File: config.mk
export PLATFORM = sky130hd
export DESIGN_NAME = add_mul_sequencer_flat
export DESIGN_NICKNAME = d
export VERILOG_FILES = /design/src/rtl/add_mul_sequencer_if.sv /design/src/rtl/add_mul_sequencer.sv /design/src/flat_wrapper.sv
export SDC_FILE = /design/constraint.sdc
export NUM_CORES = 1
export LEC_CHECK = 0
export ABC_CLOCK_PERIOD_IN_PS = 5700
export CORE_MARGIN = 3
export CORE_UTILIZATION = 50
export DETAILED_ROUTE_END_ITERATION = 8
export HOLD_SLACK_MARGIN = 0.03
export PLACE_DENSITY = 0.72
export SLEW_MARGIN = 0
export SYNTH_ARGS = -nofsm -noshare
export SYNTH_HDL_FRONTEND = slang
export SYNTH_SLANG_ARGS = --single-unit
File: constraint.sdc
create_clock -name clk -period 5.7 [get_ports clk]
set_clock_uncertainty 0.05 [all_clocks]
set_input_delay 1.14 -clock clk [delete_from_list [all_inputs] [get_ports clk]]
set_output_delay 1.14 -clock clk [all_outputs]
set_load 0.02 [all_outputs]
File: src/rtl/add_mul_sequencer_if.sv
// Request/response bundle for add_mul_sequencer: operands and control in, status and result out.
// Signal names inside the bundle match the block's port names.
interface add_mul_sequencer_if;
    logic        start;
    logic        op;
    logic [15:0] a;
    logic [15:0] b;
    logic        cin;
    logic        abort;
    logic        busy;
    logic        done;
    logic [31:0] result;

    modport master (
        output start, op, a, b, cin, abort,
        input  busy, done, result
    );

    modport slave (
        input  start, op, a, b, cin, abort,
        output busy, done, result
    );
endinterface

File: src/rtl/add_mul_sequencer.sv
// Sequenced arithmetic unit: a single-cycle 16-bit add with carry-in, or a
// 16-step shift-add unsigned multiply; result is held until the next accepted start.
module add_mul_sequencer (
    input  logic               clk,
    input  logic               rst,
    add_mul_sequencer_if.slave bus
);
    typedef enum logic [1:0] {IDLE, RUN, DONE} state_t;

    state_t      state_q, state_d;
    logic        op_q, op_d;
    logic [15:0] a_q, a_d;
    logic [15:0] b_q, b_d;
    logic        cin_q, cin_d;
    logic [31:0] acc_q, acc_d;
    logic [3:0]  cnt_q, cnt_d;
    logic [31:0] result_q, result_d;

    logic [16:0] sum;
    logic [31:0] partial;
    logic [31:0] acc_next;

    assign sum      = {1'b0, a_q} + {1'b0, b_q} + {16'b0, cin_q};
    assign partial  = b_q[cnt_q] ? ({16'b0, a_q} << cnt_q) : 32'd0;
    assign acc_next = acc_q + partial;

    always_comb begin
        // NOTE: every variable gets a default first so no path leaves one unassigned (no latches).
        state_d  = state_q;
        op_d     = op_q;
        a_d      = a_q;
        b_d      = b_q;
        cin_d    = cin_q;
        acc_d    = acc_q;
        cnt_d    = cnt_q;
        result_d = result_q;

        case (state_q)
            IDLE: begin
                // Abort outranks start, so a coinciding request is dropped.
                if (bus.start && !bus.abort) begin
                    op_d    = bus.op;
                    a_d     = bus.a;
                    b_d     = bus.b;
                    cin_d   = bus.cin;
                    acc_d   = 32'd0;
                    cnt_d   = 4'd0;
                    state_d = RUN;
                end
            end
            RUN: begin
                if (bus.abort) begin
                    state_d = IDLE;
                end else if (!op_q) begin
                    result_d = {15'd0, sum};
                    state_d  = DONE;
                end else begin
                    acc_d = acc_next;
                    cnt_d = cnt_q + 4'd1;
                    // The last step writes its own sum straight to result; the accumulator is never exposed.
                    if (cnt_q == 4'd15) begin
                        result_d = acc_next;
                        state_d  = DONE;
                    end
                end
            end
            DONE: begin
                state_d = IDLE;
            end
            default: begin
                state_d = IDLE;
            end
        endcase
    end

    // NOTE: sequential state uses non-blocking assignments so all registers update together at the edge.
    always_ff @(posedge clk or posedge rst) begin
        if (rst) begin
            // NOTE: the captured operands are reset too; this is a handful of flops, not a memory array.
            state_q  <= IDLE;
            op_q     <= 1'b0;
            a_q      <= 16'd0;
            b_q      <= 16'd0;
            cin_q    <= 1'b0;
            acc_q    <= 32'd0;
            cnt_q    <= 4'd0;
            result_q <= 32'd0;
        end else begin
            state_q  <= state_d;
            op_q     <= op_d;
            a_q      <= a_d;
            b_q      <= b_d;
            cin_q    <= cin_d;
            acc_q    <= acc_d;
            cnt_q    <= cnt_d;
            result_q <= result_d;
        end
    end

    assign bus.busy   = (state_q != IDLE);
    assign bus.done   = (state_q == DONE);
    assign bus.result = result_q;
endmodule

File: src/flat_wrapper.sv
// flat-port wrapper written by rule: the top's interface ports become plain ports
module add_mul_sequencer_flat 
  (clk, rst, bus_start, bus_op, bus_a, bus_b, bus_cin, bus_abort, bus_busy, bus_done, bus_result);
  add_mul_sequencer_if bus_i ();
  input  logic clk;
  input  logic rst;
  input wire logic [$bits(bus_i.start)-1:0] bus_start;
  input wire logic [$bits(bus_i.op)-1:0] bus_op;
  input wire logic [$bits(bus_i.a)-1:0] bus_a;
  input wire logic [$bits(bus_i.b)-1:0] bus_b;
  input wire logic [$bits(bus_i.cin)-1:0] bus_cin;
  input wire logic [$bits(bus_i.abort)-1:0] bus_abort;
  output wire logic [$bits(bus_i.busy)-1:0] bus_busy;
  output wire logic [$bits(bus_i.done)-1:0] bus_done;
  output wire logic [$bits(bus_i.result)-1:0] bus_result;
  assign bus_i.start = bus_start;
  assign bus_i.op = bus_op;
  assign bus_i.a = bus_a;
  assign bus_i.b = bus_b;
  assign bus_i.cin = bus_cin;
  assign bus_i.abort = bus_abort;
  assign bus_busy = bus_i.busy;
  assign bus_done = bus_i.done;
  assign bus_result = bus_i.result;
  add_mul_sequencer u_core (.clk(clk), .rst(rst), .bus(bus_i));
endmodule
==> results_tabular.tex <==
\begin{tabular}{lr}
\hline
Metric & Value \\
\hline
\multicolumn{2}{l}{\textbf{Cells and area}} \\
Filler cell count in the final layout & 1294 \\
Number of nets in the final layout & 1007 \\
Synth-to-Final Area Change & 15.0\% \\
Number of standard cells in the layout, taps in and fillers out & 1104 \\
Area taken by flip-flops and latches & 2600 um2 \\
Antenna fix cells & 0 \\
Area of combinational cells with multiple inputs & 4560 um2 \\
Fraction of layout instances using a drive strength above 1 & 0.0736 \\
\multicolumn{2}{l}{\textbf{Min path}} \\
Number of instances on the worst hold path & 2 \\
Worst hold-check path type & reg -> reg \\
Min-delay src & u\_core.bus.result[2] \\
\multicolumn{2}{l}{\textbf{Synthesis}} \\
EDFF count, synth & 0 \\
Most frequently used flop master after synthesis & sky130\_fd\_sc\_hd\_\_dfrtp\_1 \\
Library cell with the largest summed area after synthesis & sky130\_fd\_sc\_hd\_\_dfrtp\_1 \\
Count of state elements after synthesis & 104 \\
Sequential area share after synthesis & 0.350 \\
Top cells by count, synth & sky130\_fd\_sc\_hd\_\_nand2\_1 (172), sky130\_fd\_sc\_hd\_\_dfrtp\_1 (104), sky130\_fd\_sc\_hd\_\_o21ai\_0 (71) \\
Total standard cell area after synthesis & 7430 um2 \\
Warning count from the yosys run & 0 \\
Cells taking the most area after synthesis & sky130\_fd\_sc\_hd\_\_dfrtp\_1 (35\%), sky130\_fd\_sc\_hd\_\_nand2\_1 (8.7\%), sky130\_fd\_sc\_hd\_\_ha\_1 (7.9\%) \\
Share of flip-flops with an asynchronous set or reset & 1.00 \\
Cell with the most instances after synthesis & sky130\_fd\_sc\_hd\_\_nand2\_1 \\
Number of different library cells in the post-synthesis netlist & 73 \\
Area share of the largest cell type after synthesis & 0.350 \\
Synth Net Count & 960 \\
Mapped Cells & 872 \\
Average cell area after synthesis & 8.52 um2 \\
\multicolumn{2}{l}{\textbf{STA}} \\
Worst slew pin tran & 0.939 ns \\
Setup\_tns & 0 ns \\
Final Cycle Share & 0.751 \\
Achievable frequency & 234 MHz \\
Total of endpoints with negative setup slack in the final report & 0 \\
Setup repair after global routing missed its margin & no \\
Max transition margin & 0.374 \\
Shortest period the worst path allows & 4.28 ns \\
Number of hold violations in the final report & 0 \\
Number of slew-limit violations in the final report & 0 \\
\multicolumn{2}{l}{\textbf{Flow run}} \\
Number of maximum-capacitance constraint violations & 0 \\
\multicolumn{2}{l}{\textbf{Floorplanning}} \\
Standard cell core area & 14200 um2 \\
Count of boundary I/O pins & 72 \\
Chip width & 128 um \\
Die Footprint & 16300 um2 \\
Num rows & 43 \\
Effective utilization at floorplan & 0.523 \\
Die Height & 128 um \\
\multicolumn{2}{l}{\textbf{Pwr}} \\
Peak supply drop & 194 uV \\
Total power consumption of the routed design & 2.86 mW \\
Leakage power & 3.85 nW \\
Ratio of total power to cell area & 335 nW/um2 \\
\multicolumn{2}{l}{\textbf{Routing}} \\
Pre-antenna DRT Iters & 5 \\
Detail Route Antenna Nets & 0 \\
Initial drt markers & 531 \\
Routed via count divided by cell count & 5.87 \\
\# DRC & 0 \\
Total routed wirelength & 19.5 mm \\
Wire length per cell after detailed routing & 17.7 um \\
Via count & 6483 \\
\multicolumn{2}{l}{\textbf{Placed design}} \\
Estimated wirelength of the detail-placed design & 14.9 mm \\
Post-Place Cells & 1088 \\
Port Buffer Count & 71 \\
Final weighted congestion in routability-driven placement & 0.928 \\
\multicolumn{2}{l}{\textbf{Critical path}} \\
Cell-by-cell trace of the critical path & mux4\_2 -> nand2\_1 -> a21o\_1 -> and2\_1 -> a211oi\_1 -> ha\_1 -> a21oi\_1 -> o221a\_2 -> or3b\_1 -> a31oi\_2 -> nor4\_2 -> nor3\_2 -> xor2\_1 -> o21ai\_1 \\
Launch point of the worst reg-to-reg path & u\_core.cnt\_q[1] \\
Depth of the most critical reg-to-reg path & 14 \\
Critical path type & reg -> reg \\
Arrival time of data at the critical path endpoint & 4.46 ns \\
Startpoint Class & register \\
Largest fanout on the critical path & 18 \\
Slowest Stage Delay on Critical Path & 0.77 ns \\
Gate family responsible for the most delay along the worst path & simple AND/OR/NAND/NOR gates \\
Count of buffering cells on the critical path with inverters included & 0 \\
Number of stages on the worst setup path & 14 \\
Crit. End Element & register \\
Required time of the critical path & 5.87 ns \\
Beginning of the critical path & u\_core.cnt\_q[1] \\
CP max-delay cell & sky130\_fd\_sc\_hd\_\_dfrtp\_1 \\
\multicolumn{2}{l}{\textbf{Global route}} \\
Global route overflow & 0 \\
Largest net degree at the start of global routing & 75 \\
Initial antenna violation count & 0 \\
Overall Global Routing Usage & 0.243 \\
First-pass GRT wire length & 31.2 mm \\
Via count of the first global-routing pass & 5912 \\
\multicolumn{2}{l}{\textbf{Clocking}} \\
CTS Buf Count & 9 \\
Deepest level of the CTS H-tree & 3 \\
TritonCTS clock tree & done \\
Clock root buffer & sky130\_fd\_sc\_hd\_\_clkbuf\_16 \\
Hold-fix buffers, CTS & 0 \\
Clk Latency, worst-skew pair & 0.37 ns \\
Clock input transition at the sequential cells of the worst setup and hold paths & 0.07 ns \\
Maximum number of buffers from clock root to sink & 2 \\
Buffers inserted during post-CTS setup optimization & 0 \\
Post-CTS Resized & 0 \\
Sinks on Clock Net & 104 \\
\multicolumn{2}{l}{\textbf{Run status}} \\
Run status & completed \\
\hline
\end{tabular}
[sequential cells by signal (all words and copies together) (netlist names)]
name,count
u_core.acc_q,32
u_core.bus.result,32
u_core.op_q,1
u_core.cin_q,1
u_core.state_q,2
u_core.cnt_q,4
u_core.b_q,16
u_core.a_q,16
[per-layer routing]
metal,vias up,global-route usage,wire length [um]
li1,3206,-,-
met1,3013,0.340,9000
met2,224,0.384,8860
met3,40,0.0463,1150
met4,0,0.0724,519
met5,-,0,0
[final cells by class]
type | instances | area share
Multi-Input combinational cell | 702 | 0.534
Sequential cell | 104 | 0.305
Timing Repair Buffer | 81 | 0.0920
Clock buffer | 11 | 0.0284
Tap cell | 180 | 0.0264
Inverter | 21 | 0.00952
Clock inverter | 5 | 0.00454
[cells by family (layout without fill, tap and decap cells)]
logic type / count (synthesis) / after routing / share of synthesized area
buffers and inverters: 66 / 118 / 0.0359
XOR/XNOR: 38 / 38 / 0.0448
multiplexers: 39 / 39 / 0.0676
flip-flops: 104 / 104 / 0.350
adder cells (fa/ha/maj): 50 / 50 / 0.0873
AND/OR/NAND/NOR: 330 / 330 / 0.194
AO/OA/AOI/OAI: 245 / 245 / 0.220
[cells in the final DEF, fill, tap and decap left out, types with 5 or more instances in the layout]
master / netlist / final
sky130_fd_sc_hd__o211ai_1: 6 / 6
sky130_fd_sc_hd__clkbuf_16: 0 / 9
sky130_fd_sc_hd__and3_1: 7 / 7
sky130_fd_sc_hd__xor2_1: 20 / 20
sky130_fd_sc_hd__nor3_1: 7 / 7
sky130_fd_sc_hd__nor2b_1: 13 / 13
sky130_fd_sc_hd__o21bai_1: 5 / 5
sky130_fd_sc_hd__mux4_2: 8 / 8
sky130_fd_sc_hd__nand3_1: 41 / 41
sky130_fd_sc_hd__o21ai_0: 71 / 71
sky130_fd_sc_hd__xnor2_1: 18 / 18
sky130_fd_sc_hd__inv_1: 21 / 20
sky130_fd_sc_hd__clkdlybuf4s50_1: 0 / 71
sky130_fd_sc_hd__a21oi_1: 52 / 52
sky130_fd_sc_hd__mux2i_1: 22 / 22
sky130_fd_sc_hd__nand2_1: 172 / 172
sky130_fd_sc_hd__a31oi_1: 8 / 8
sky130_fd_sc_hd__nand4_1: 6 / 6
sky130_fd_sc_hd__ha_1: 47 / 47
sky130_fd_sc_hd__nor2_1: 63 / 63
sky130_fd_sc_hd__o21a_1: 10 / 10
sky130_fd_sc_hd__dfrtp_1: 104 / 104
sky130_fd_sc_hd__buf_4: 0 / 10
sky130_fd_sc_hd__o21ai_1: 7 / 7
sky130_fd_sc_hd__a21o_1: 21 / 21
sky130_fd_sc_hd__mux2_2: 9 / 9
sky130_fd_sc_hd__a211oi_1: 15 / 15
[worst min-delay path, cell delays in order (launching register included)]
cell,delay [ns]
sky130_fd_sc_hd__dfrtp_1,0.35
sky130_fd_sc_hd__nand2_1,0.05
sky130_fd_sc_hd__nand2_1,0.05
[metrics by stage]
stage,util,worst slack [ns],hold WS (ns),instance area [um2]
6_report,0.601,1.42,0.423,8540
5_1_grt,0.601,1.11,0.450,8540
4_1_cts,0.601,1.42,0.430,8540
3_5_place_dp,0.581,1.42,0.414,8260
3_3_place_gp,0.581,1.49,0.404,8260
2_1_floorplan,-,1.78,0.419,7430
[worst paths after layout]
check                                   endpoint  slack (ns)
max reg2reg                u_core.bus.result[31]        1.42
min                         u_core.bus.result[2]        0.42
min in group asynchronous   u_core.bus.result[6]        1.27
max                        u_core.bus.result[31]        1.42
min reg2reg                 u_core.bus.result[2]        0.42
max in group asynchronous  u_core.bus.result[22]        3.40
[where the power goes]
group	total (mW)	internal (mW)	switching [mW]
registers	1.02	0.866	0.151
clock network	0.607	0.312	0.295
logic	1.23	0.527	0.707
No activity file was read; power rests on OpenSTA's default activity.
